[config.mk]
export PLATFORM = sky130hd
export DESIGN_NAME = rom_string_reader
export DESIGN_NICKNAME = d
export VERILOG_FILES = /design/src/rtl/rom_reader_defs.sv /design/src/rtl/rom_string_reader.sv
export SDC_FILE = /design/constraint.sdc
export NUM_CORES = 1
export LEC_CHECK = 0
export CAP_MARGIN = 20
export CORE_AREA = 2 2 55 57
export DETAILED_ROUTE_END_ITERATION = 7
export DIE_AREA = 0 0 57 59
export DONT_BUFFER_PORTS = 1
export PLACE_DENSITY = 0.81
export SLEW_MARGIN = 10
export SYNTH_ARGS = -nofsm -noshare
export SYNTH_HDL_FRONTEND = slang
export SYNTH_SLANG_ARGS = --single-unit
[constraint.sdc]
create_clock -name clk -period 3.05 [get_ports clk]
set_clock_uncertainty 0.05 [all_clocks]
set_input_delay 0.61 -clock clk [delete_from_list [all_inputs] [get_ports clk]]
set_output_delay 0.61 -clock clk [all_outputs]
set_load 0.005 [all_outputs]
[src/rtl/rom_reader_defs.sv]
// rtl/rom_reader_defs.sv - shared state encoding, terminator default and count width for rom_string_reader
package rom_reader_defs;

  localparam logic [2:0] ST_IDLE = 3'd0;
  localparam logic [2:0] ST_READ = 3'd1;
  localparam logic [2:0] ST_WAIT = 3'd2;
  localparam logic [2:0] ST_SEND = 3'd3;
  localparam logic [2:0] ST_DONE = 3'd4;

  typedef enum logic [2:0] {
    IDLE = ST_IDLE,
    READ = ST_READ,
    WAIT = ST_WAIT,
    SEND = ST_SEND,
    DONE = ST_DONE
  } state_t;

  localparam logic [7:0] DEF_TERM = 8'h00;
  localparam int CNT_W = 7;

endpackage

[src/rtl/rom_string_reader.sv]
// rtl/rom_string_reader.sv - walks a sync-read char ROM and streams bytes until TERM or MAX_LEN
// Optional ROM_READER_REPEAT_EN: replay the captured string forever until rst.
module rom_string_reader
  import rom_reader_defs::*;
#(
  parameter int         AW      = 6,
  parameter int         MAX_LEN = 64,
  parameter logic [7:0] TERM    = DEF_TERM
) (
  input  logic             clk,
  input  logic             rst,
  input  logic             start,
  input  logic [AW-1:0]    base_addr,
  output logic [AW-1:0]    rom_addr,
  output logic             rom_en,
  input  logic [7:0]       rom_data,
  output logic [7:0]       char_data,
  output logic             char_valid,
  input  logic             char_ready,
  output logic             busy,
  output logic             done,
  output logic [CNT_W-1:0] char_count
);

  localparam logic [CNT_W-1:0] MAX_CNT = CNT_W'(MAX_LEN);

  state_t state;
  logic   last_char;

`ifdef ROM_READER_REPEAT_EN
  logic [AW-1:0] base_q;
`endif

  assign last_char = (char_count + 1'b1) == MAX_CNT;

  // rom_addr doubles as the walking address register; rom_en is a registered strobe
  always_ff @(posedge clk) begin
    if (rst) begin
      state      <= IDLE;
      rom_addr   <= '0;
      rom_en     <= 1'b0;
      char_data  <= 8'h00;
      char_valid <= 1'b0;
      busy       <= 1'b0;
      done       <= 1'b0;
      char_count <= '0;
`ifdef ROM_READER_REPEAT_EN
      base_q     <= '0;
`endif
    end else begin
      rom_en <= 1'b0;
      done   <= 1'b0;
      case (state)
        IDLE: begin
          if (start) begin
`ifdef ROM_READER_REPEAT_EN
            base_q     <= base_addr;
`endif
            rom_addr   <= base_addr;
            char_count <= '0;
            rom_en     <= 1'b1;
            busy       <= 1'b1;
            state      <= READ;
          end
        end
        READ: state <= WAIT;
        WAIT: begin
          if (rom_data == TERM) begin
            done  <= 1'b1;
            state <= DONE;
`ifdef ROM_READER_REPEAT_EN
            char_count <= '0;
`endif
          end else begin
            char_data  <= rom_data;
            char_valid <= 1'b1;
            state      <= SEND;
          end
        end
        SEND: begin
          if (char_ready) begin
            char_valid <= 1'b0;
            char_count <= char_count + 1'b1;
            if (last_char) begin
              done  <= 1'b1;
              state <= DONE;
`ifdef ROM_READER_REPEAT_EN
              char_count <= '0;
`endif
            end else begin
              rom_addr <= rom_addr + 1'b1;
              rom_en   <= 1'b1;
              state    <= READ;
            end
          end
        end
        DONE: begin
`ifdef ROM_READER_REPEAT_EN
          rom_addr <= base_q;
          rom_en   <= 1'b1;
          state    <= READ;
`else
          busy  <= 1'b0;
          state <= IDLE;
`endif
        end
        default: state <= IDLE;
      endcase
    end
  end

endmodule
# Word-level counts from Yosys, hierarchy flattened
# Index checks and enable logic that the tools add are counted.
# totals
wordCells	56
input_bits	18
reg_bits	28
output_inout_bits	25
# op_classes
muxes	25
eq_ne	9
n_reduce_logical	11
bitwise	1
add_sub_neg	2
# ops
cell	count
$mux W6	3
$mux W7	2
$pmux W7 S2	1
$mux W3	4
$pmux W3 S4	1
$pmux W6 S2	1
$mux W1	9
$logic_not A8 Y1	1
$ne A2 B2 Y1 const B	4
$pmux W1 S2	4
$add A7 B1 Y7 const B	1
$eq A7 B7 Y1 const B	1
$add A6 B1 Y6 const B	1
$eq A3 B2 Y1 const B	2
$reduce_and A2 Y1	3
$reduce_and A3 Y1	2
$reduce_bool A2 Y1	3
$reduce_and A4 Y1	1
$eq A3 B1 Y1 const B	1
$eq A3 B3 Y1 const B	1
$logic_not A3 Y1	1
$not A1 Y1	1

# Depth between registers and ports, before layout
# Gate-level depths: netlist (run 1).
# logic_depth
ltp_word	5
mapped_depth	7
ltp_nobuf	6

# Worst setup path before layout (run 1)
# Ideal clock, no wire load.
# synth_path
path_type	input to register
startpoint	input rom_data[0]
endpoint	register char_data[0]
path_slack_ps	1329
t_arrival_ps	1543
t_required_ps	2872
setup_time_ps	128
path_buffers	1
stages	6
cell_sequence	nor4_1 -> nand2_1 -> and2_1 -> buf_4 -> mux2i_1 -> nor2_1
# synth_between
elab_chain_len	3
# synth_lines
item	line_no	text
from (decl)	rom_string_reader.sv:16	input logic [7:0] rom_data,
$logic_not A8 Y1	rom_string_reader.sv:68	if (rom_data == TERM) begin
$not A1 Y1 (no source line)	-	
$reduce_and A2 Y1 (no source line)	-	
to (signal assigned)	rom_string_reader.sv:75	char_data <= rom_data;
to (decl)	rom_string_reader.sv:17	output logic [7:0] char_data,
# Parallel ways exist; a longest one is shown, timed or not.
# A chain may end at the register's enable or synchronous reset.

# Final worst setup path (run 1)
# layout_path
startpoint	register state[0]
endpoint	register char_count[5]
# layout_between
elab_chain_len	3
elab_cells_between_ends	7
cone_classes	eq/ne: 3; mux: 1; reduce/logical: 3
# layout_lines
item	line_no	text
from (decl)	rom_string_reader.sv:27	state_t state;
from (signal assigned)	rom_string_reader.sv:39	state <= IDLE;
from (signal assigned)	rom_string_reader.sv:63	state <= READ;
from (signal assigned)	rom_string_reader.sv:66	READ: state <= WAIT;
$eq A3 B2 Y1 / $logic_not A3 Y1 (equally long branches)	rom_string_reader.sv:53	case (state)
$ne A2 B2 Y1 (no source line) / $reduce_bool A2 Y1 (equally long branches)	-	
$reduce_and A3 Y1 (no source line)	-	
to (signal assigned)	rom_string_reader.sv:83	char_count <= char_count + 1'b1;
to (decl)	rom_string_reader.sv:22	output logic [CNT_W-1:0] char_count
# Parallel ways exist; a longest one is shown, timed or not.

==> results by stage, run 1 <==
Placement:
- The count of buffers added on input and output ports is 0.
- The instance area after placement is roughly 1500 sq um.
- Counting tap cells, the placed design contains a total of roughly 190 instances.
- The HPWL after detailed placement is roughly 2.3 mm.
- The post-place setup slack is 1.10 ns.
- The final RePlAce weighted congestion is 0.860.

Synth:
- Counting flops and latches in the post-synthesis netlist gives 28.
- In the synthesized netlist the dominant register cell turns out to be sky130_fd_sc_hd__dfxtp_1.
- When the netlist entered floorplanning its net count stood at 191.
- The share of synthesized flip-flops with an asynchronous set or reset is 0.
- The count of synthesis-stage warnings from yosys is 0.
- The mapped netlist covers around 1500 sq um.
- Dividing the synthesized area by the synthesized cell count gives 8.61 sq um.
- The share of the Yosys chip area taken by registers is 0.381.
- The number of instances in the synthesized netlist is 171.
- The count of distinct cell types in the synthesized netlist is 43.
- Ranked by total cell area, the synthesized netlist is headed by sky130_fd_sc_hd__dfxtp_1, sky130_fd_sc_hd__a21oi_1, sky130_fd_sc_hd__mux2i_1.
- The number of flops mapped to enable cells by yosys is 0.
- The cell taking the most area after synthesis is sky130_fd_sc_hd__dfxtp_1.
- The share of synthesized area in the top cell type comes to 0.381.

Global route:
- For this run, the total global-route usage over all layers was measured as 0.200.
- The global-route wire length before repair is 5.22 mm.
- The via count of the first global-routing pass is 1250.
- Entering global routing, the biggest net connects 33 pins.
- Global routing finished with a remaining overflow of 0.
- The initial antenna violation count is 0.

CTS:
- TritonCTS created 3 clock buffers.
- The clock-pin transition on the worst setup and hold timing paths is 0.15 ns.
- The sink count of the clock tree is 28.
- The total setup buffers inserted after CTS is 0.
- In this run the deepest clock path goes through 2 buffers.
- TritonCTS built the clock tree.
- The insertion delay to the later sink of the worst-skew pair is about 0.33 ns.
- The post-CTS resize count is 0.
- The number of levels in the clock H-tree is 1.
- In this run, post-CTS hold repair placed 0 buffers.
- The clock tree root buffer cell is sky130_fd_sc_hd__clkbuf_4.

Min path:
- The path category of the worst min-delay check is in -> reg.

Floorplan:
- From left edge to right edge, the die measures approximately 57 um.
- During I/O placement, the number of pins put on the boundary was 43.
- The effective utilization at floorplan is 0.543.
- The area inside the core boundary is between 2000 and 3000 sq um.
- The floorplan step defined a die boundary enclosing ~3400 sq um.
- In this run the vertical extent of the chip is 59 um.
- In this run the core area contains 19 standard-cell rows.

Critical path:
- The nature of the critical path startpoint is a flip-flop.
- STA puts the critical path data arrival time at between 2 and 2.5 ns.
- At the worst endpoint, the required time is 3.27 ns.
- The highest net fanout along the worst path is 11.
- The critical path is of the reg -> reg type.
- The sort of element at the end of the critical path is a flip-flop.

Drt:
- The average routed wire per standard cell is 16.1 um.
- The first detailed-routing pass ran for 4 iterations.
- The overall via count from detail_route is 1265.
- In the final routing, the length of wire on met1 measures 1.31 mm.
- Wires add up to 3.18 mm.
- The number of nets with antenna violations after detailed routing is 0.
- The highest layer touched by signal routing is met4.
- Dividing the detail-routed via count by the number of cells gives between 6 and 7.
- Summed over all nets, wire length on met2 after detailed routing comes to 1.50 mm.
- Detailed routing placed a total of 279 um of wire on met3.
- The DRC violations left is 0.
- The number of DRC markers in iteration 0 is 68.

Pwr:
- For this design the static power due to leakage is 0.579 nW.
- IR analysis of the VDD net gives a maximum drop of 0.000486 V.
- The areal power density over the cells is 540 nW/um^2.

Finish:
- The finished layout holds just under 200 standard cells, fillers aside.
- The antenna diode count is 0.
- The number of filler instances in the final layout is 261.
- Once layout is done, the placed cells without fillers occupy 1510 sq um.
- The area growth from synthesis to layout is 2.46%.
- In the final layout, the share of cells above drive strength 1 is 0.0964.
- The footprint of the multi-input gates is around 850 sq um.
- Registers take 561 sq um.
- For this run, the post-layout net count is ~190.

STA:
- In the final timing run, aggregate negative setup slack is 0 ns.
- Across all setup checks in the final design, the least slack found is 1.15 ns.
- The fraction of the cycle the final worst path needs is 0.622.
- The total of endpoints with negative setup slack in the final report is 0.
- For this run, the top clock speed supported by timing is 527 MHz.
- At the pin with the least slew margin, the transition time is 0.443 ns.
- The count of endpoints failing hold in the final timing report is 0.
- The worst pin sits at a relative slew slack of 0.702.
- Setup repair after global routing left no endpoint under its margin.
- Counting I/O delays and the setup requirement, the final critical path takes about 1.9 ns.
- The max-slew violation total from the final report is 0.
- The worst hold margin is approximately 0.28 ns.

Status:
- The flow ran to the end, and the final reports show no timing, DRC or antenna violations.

Job:
- The count of max-cap constraint violations is 0.
state kept, by name, indices dropped and copies added (netlist names):
register / flops
busy: 1
rom_en: 1
state: 3
done: 1
char_valid: 1
char_data: 8
char_count: 7
rom_addr: 6
path summary, 6_finish.rpt:
check	start	endpoint	slack, ns	depth (start not counted)
setup reg to reg	state[0]	char_count[5]	1.15	4
setup / recovery	state[0]	char_count[5]	1.15	4
hold reg to reg	rom_addr[5]	rom_addr[5]	0.46	2
hold / removal	rst	rom_addr[2]	0.28	1
power by group:
group,leakage (nW),switching [W],internal (W),total [W]
Sequential,0.228,0.0000431,0.000397,0.000440
Clock,0.0279,0.000108,0.000133,0.000241
Combinational,0.322,0.0000764,0.0000569,0.000133
layout by cell type (no fill, tap or decap), types with 3 or more instances in the layout:
cell type,synthesis,routed
sky130_fd_sc_hd__a21oi_1,17,17
sky130_fd_sc_hd__mux2i_1,8,8
sky130_fd_sc_hd__dfxtp_1,28,28
sky130_fd_sc_hd__a31oi_1,3,3
sky130_fd_sc_hd__o21ai_1,9,9
sky130_fd_sc_hd__nand2_1,14,14
sky130_fd_sc_hd__inv_1,3,3
sky130_fd_sc_hd__and2_1,3,3
sky130_fd_sc_hd__o2111ai_1,3,3
sky130_fd_sc_hd__o21ai_0,3,3
sky130_fd_sc_hd__o31ai_1,3,3
sky130_fd_sc_hd__and3_1,3,3
sky130_fd_sc_hd__nor2_1,18,18
sky130_fd_sc_hd__clkbuf_4,0,3
sky130_fd_sc_hd__a22oi_1,3,3
sky130_fd_sc_hd__nand3_1,6,6
sky130_fd_sc_hd__nor3_1,7,7
sky130_fd_sc_hd__nor4_1,4,4
logic make-up (layout without fill, tap and decap cells):
| logic type | after synthesis | count (layout) | synth area share |
|---|---|---|---|
| fa+ha+maj | 2 | 2 | 0.0170 |
| simple gates | 69 | 69 | 0.253 |
| flops | 28 | 28 | 0.381 |
| buf+inv | 12 | 7 | 0.0450 |
| xor+xnor | 1 | 1 | 0.00595 |
| mux | 8 | 8 | 0.0544 |
| compound gates | 51 | 51 | 0.244 |
synth_stat cells, types with 2 or more instances:
cell type                   count
sky130_fd_sc_hd__nor3_1         7
sky130_fd_sc_hd__a31oi_1        3
sky130_fd_sc_hd__nand3_1        6
sky130_fd_sc_hd__o21ai_0        3
sky130_fd_sc_hd__and3_4         2
sky130_fd_sc_hd__ha_1           2
sky130_fd_sc_hd__clkbuf_1       3
sky130_fd_sc_hd__and3_1         3
sky130_fd_sc_hd__a22oi_1        3
sky130_fd_sc_hd__mux2i_1        8
sky130_fd_sc_hd__nand2_1       14
sky130_fd_sc_hd__nand4b_1       2
sky130_fd_sc_hd__nand4_1        2
sky130_fd_sc_hd__nor2_1        18
sky130_fd_sc_hd__and2_1         3
sky130_fd_sc_hd__buf_4          3
sky130_fd_sc_hd__o31ai_1        3
sky130_fd_sc_hd__o21ai_1        9
sky130_fd_sc_hd__o2111ai_1      3
sky130_fd_sc_hd__or3_1          2
sky130_fd_sc_hd__buf_2          2
sky130_fd_sc_hd__inv_1          3
sky130_fd_sc_hd__a21oi_1       17
sky130_fd_sc_hd__dfxtp_1       28
sky130_fd_sc_hd__nor4_1         4
per-layer routing:
metal / GRT usage / vias to the layer above
met5: 0 / -
met4: 0.113 / 0
met3: 0.0524 / 10
met2: 0.332 / 61
met1: 0.235 / 569
li1: - / 625
cell type report:
class                           count  area share
Clock buffer                        3      0.0149
Clock inverter                      1      0.0199
Inverter                            3     0.00746
Multi-Input combinational cell    131       0.561
Sequential cell                    28       0.371
Tap cell                           31      0.0257
metrics by stage:
step	power, W	util
5_1_grt	0.000855	0.557
4_1_cts	0.000819	0.557
2_1_floorplan	0.000567	-
3_5_place_dp	0.000582	0.537
3_3_place_gp	0.000572	0.537
6_report	0.000815	0.557
worst max-delay path, stage by stage (launching register included):
cell and delay (ns):
sky130_fd_sc_hd__dfxtp_1 0.58, sky130_fd_sc_hd__and3b_1 0.49, sky130_fd_sc_hd__nand2_2 0.18, sky130_fd_sc_hd__or3_1 0.38
sky130_fd_sc_hd__a21oi_1 0.15
Note: power is estimated with default switching activity, not from simulation.
==> inputs of run 2 (changes only) <==
==> constraint.sdc (replaced) <==
create_clock -name clk -period 1.76 [get_ports clk]
set_clock_uncertainty 0.05 [all_clocks]
set_input_delay 0.352 -clock clk [delete_from_list [all_inputs] [get_ports clk]]
set_output_delay 0.352 -clock clk [all_outputs]
set_load 0.005 [all_outputs]
==> run 2 against run 1 <==
Compared with the run above: global-route usage about the same; core utilization up 3.6 points; critical path depth up 2; non-clock buffer count up 9; wire length up 5.3%; critical endpoint is now rom_addr[5]; cell area up 6.5%; final cell count up 4.6%.
==> results by stage, run 2 (synthesis gave the netlist of run 1 again) <==
Status:
- Run status: finished clean (unchanged).

Drt:
- The average via count per standard cell is 6.33 (was 6.42).
- The average routed wire per standard cell is 16.3 um (was 16.1 um).
- The DRC violations left came to 0 (unchanged).
- The overall via count from detail_route is 1303 (was 1265).
- The number of iterations in the first detailed-routing pass came to 4 (unchanged).
- The number of DRC markers in iteration 0 is 82 (was 68).
- The total detailed-routing wirelength was 3.35 mm (was 3.18 mm).
- The number of nets with antenna violations after detailed routing is 0 (unchanged).

Global route:
- The global-route wire length before repair is 5.37 mm (was 5.22 mm).
- The pin count of the biggest net entering global routing was 33 (unchanged).
- The initial antenna violation count came to 0 (unchanged).
- The aggregate global routing overflow is 0 (unchanged).
- The via count of the first global-routing pass is 1236 (was 1250).
- The aggregate global-route resource usage came to 0.200 (about the same).

Finish:
- The most common cell after layout, fill and taps aside is sky130_fd_sc_hd__dfxtp_1 (unchanged).
- The number of nets in the layout is 196 (was 187).
- The area growth from synthesis to final layout was 9.09% (was 2.46%).
- The register area is 566 sq um (was 561 sq um).
- Biggest regs: char_data (8), char_count (7), rom_addr (6) (unchanged).
- The summed area of non-filler cells in the final layout is 1610 sq um (was 1510 sq um).
- The fraction of final layout cells sized beyond drive strength 1 is 0.171 (was 0.0964).
- The antenna diode count is 0 (unchanged).
- Most frequent cells in the layout: sky130_fd_sc_hd__dfxtp_1, sky130_fd_sc_hd__nor2_1, sky130_fd_sc_hd__a21oi_1 (unchanged).
- The register containing the most flip-flops in the final layout was char_data (unchanged).
- The number of flip-flops under the largest register name is 8 (unchanged).
- The number of filler instances in the final layout is 247 (was 261).
- The footprint of the multi-input gates is 868 sq um (was 846 sq um).
- The final standard cell utilization of the core is 0.593 (was 0.557).

CTS:
- The number of levels in the clock H-tree is 1 (unchanged).
- The clock tree root buffer cell is sky130_fd_sc_hd__clkbuf_4 (unchanged).
- The total clock buffers created by CTS is 3 (unchanged).
- The CTS tree is built (unchanged).
- The sink count of the clock tree is 28 (unchanged).
- The insertion delay to the later sink of the worst-skew pair is 0.33 ns (about the same).
- The total setup buffers inserted after CTS is 0 (unchanged).
- The buffer depth of the longest clock path is 2 (unchanged).
- The clock-pin transition on the worst setup and hold timing paths was 0.16 ns (was 0.15 ns).

STA:
- The total of endpoints with negative setup slack in the final report is 0 (unchanged).
- The worst-case headroom to the max-slew limit was 0.680 (was 0.702).
- RSZ-0062 raised after global routing: false (unchanged).
- The fraction of the cycle the final worst path needs was 0.952 (was 0.622).
- The max-slew violation total from the final report is 0 (unchanged).
- The worst hold margin is 0.0200 ns (was 0.278 ns).
- The minimum clock period came to 1.67 ns (was 1.90 ns).
- The slew at the pin closest to its max-slew limit is 0.475 ns (was 0.443 ns).
- The total negative slack was 0 ns (unchanged).
- The count of endpoints failing hold in the final timing report was 0 (unchanged).
- The timing-limited maximum frequency is 597 MHz (was 527 MHz).

Floorplan:
- The height of the die came to 59 um (unchanged).
- The effective utilization at floorplan is 0.543 (unchanged).
- The overall die width came to 57 um (unchanged).
- The boundary pin count is 43 (unchanged).
- The floorplan die area is 3360 sq um (unchanged).
- The area inside the core boundary is 2710 sq um (unchanged).
- The standard-cell row count was 19 (unchanged).

Critical path:
- The arrival time of the worst setup path is 1.86 ns (was 2.12 ns).
- The slowest library cell on the worst path is sky130_fd_sc_hd__dfxtp_2 (was sky130_fd_sc_hd__dfxtp_1).
- The nature of the critical path startpoint was a flip-flop (unchanged).
- CP cell instances: ha_1 -> xor2_1 -> and3_4 -> o211a_4 -> o31ai_2 -> a21oi_1 (was and3b_1 -> nand2_2 -> or3_1 -> a21oi_1).
- The register-to-register path setup slack is 0.09 ns (was 1.15 ns).
- The depth of the worst register-to-register path came to 6 (was 4).
- The sort of element at the end of the critical path is a flip-flop (unchanged).
- The highest cell delay on the worst timing path is 0.37 ns (was 0.58 ns).
- The critical register-to-register path startpoint is char_count[0] (was state[0]).
- The highest net fanout along the worst path was 7 (was 11).
- The type of the worst setup path is reg -> reg (unchanged).
- The endpoint of the worst-slack reg-to-reg timing path is rom_addr[5] (was char_count[5]).
- The required time of the critical path is 1.95 ns (was 3.27 ns).

Pwr:
- The switching share of power is 0.284 (was 0.279).
- The sequential fraction of design power is 0.526 (was 0.540).
- The relative contribution of combinational cells to total power was 0.181 (was 0.164).
- The areal power density over the cells is 903 nW/um^2 (was 540 nW/um^2).
- The static power due to leakage is 0.618 nW (was 0.579 nW).
- The clock share of power came to 0.293 (was 0.296).
- The highest ir drop seen on vdd was 0.000636 V (was 0.000486 V).
- The power dissipated by switching net loads is 0.000413 W (was 0.000228 W).
- The cell internal power dissipation is 0.00104 W (was 0.000587 W).

Placement:
- The HPWL after detailed placement was 2.41 mm (was 2.32 mm).
- The number of I/O port buffers is 0 (unchanged).
- The final RePlAce weighted congestion was 0.837 (was 0.860).
- The instance area after placement is 1520 sq um (was 1460 sq um).

Min path:
- The path category of the worst min-delay check is in -> reg (unchanged).
- The worst min-delay path startpoint is rst (unchanged).
- The endpoint with the worst hold slack is busy (was rom_addr[2]).
- The worst hold path stage count is 1 (unchanged).

Job:
- The count of max-cap constraint violations is 0 (unchanged).
==> run 2: layer usage <==
layer | GRT usage | part of all wire
met1 | 0.250 | 0.44
met2 | 0.345 | 0.48
met3 | 0.0502 | 0.073
met4 | 0.0565 | 0.0036
met5 | 0 | 0
==> run 2: power by group through the flow <==
stage          registers, W  logic (W)  clock network [W]
2_1_floorplan      0.000744   0.000238                  0
3_3_place_gp       0.000769   0.000241                  0
3_5_place_dp       0.000772   0.000254                  0
4_1_cts            0.000760   0.000257           0.000429
5_1_grt            0.000774   0.000294           0.000455
6_report           0.000763   0.000262           0.000425
==> run 2: area by class of cell <==
cell class,instances,share of cell area
multi-input combinational,131,0.540
clock inverter,1,0.0187
clock buffer,3,0.0140
tap,31,0.0241
timing repair buffer,9,0.0436
inverter,3,0.00701
sequential,28,0.352
==> run 2: through the flow <==
step                      setup WS, ns  instances  power (W)
final                           0.0853        206    0.00145
after global routing           0.00278        206    0.00152
after CTS                       0.0239        205    0.00145
after detailed placement      -0.00885        201    0.00103
after global placement           0.130        201    0.00101
after floorplan                 0.0733        171   0.000983
==> run 2: repair_timing <==
item / 4_1_cts / 5_1_grt
resized for setup: 0 / 8
setup endpoints to repair: 0 / 13
hold buffers: 0 / 1
endpoints found under the hold margin: 0 / 2
==> run 2: worst max path at each step <==
stage / startpoint / end / slack, ns / cells after the start
2_1_floorplan: char_count[0] / rom_addr[4] / 0.07 / 6
3_3_place_gp: rom_data[4] / state[1] / 0.13 / 5
3_5_place_dp: rom_data[4] / char_data[4] / -0.009 / 5
4_1_cts: char_count[0] / rom_addr[5] / 0.02 / 6
5_1_grt: state[1] / char_count[3] / 0.003 / 4
6_report: char_count[0] / rom_addr[5] / 0.09 / 6
==> run 2: critical path, delay by kind of cell, from the launching register on <==
kind / cells / cell delay, ns
flops: 1 / 0.37
compound gates: 3 / 0.60
simple gates: 1 / 0.17
xor+xnor: 1 / 0.15
fa+ha+maj: 1 / 0.24
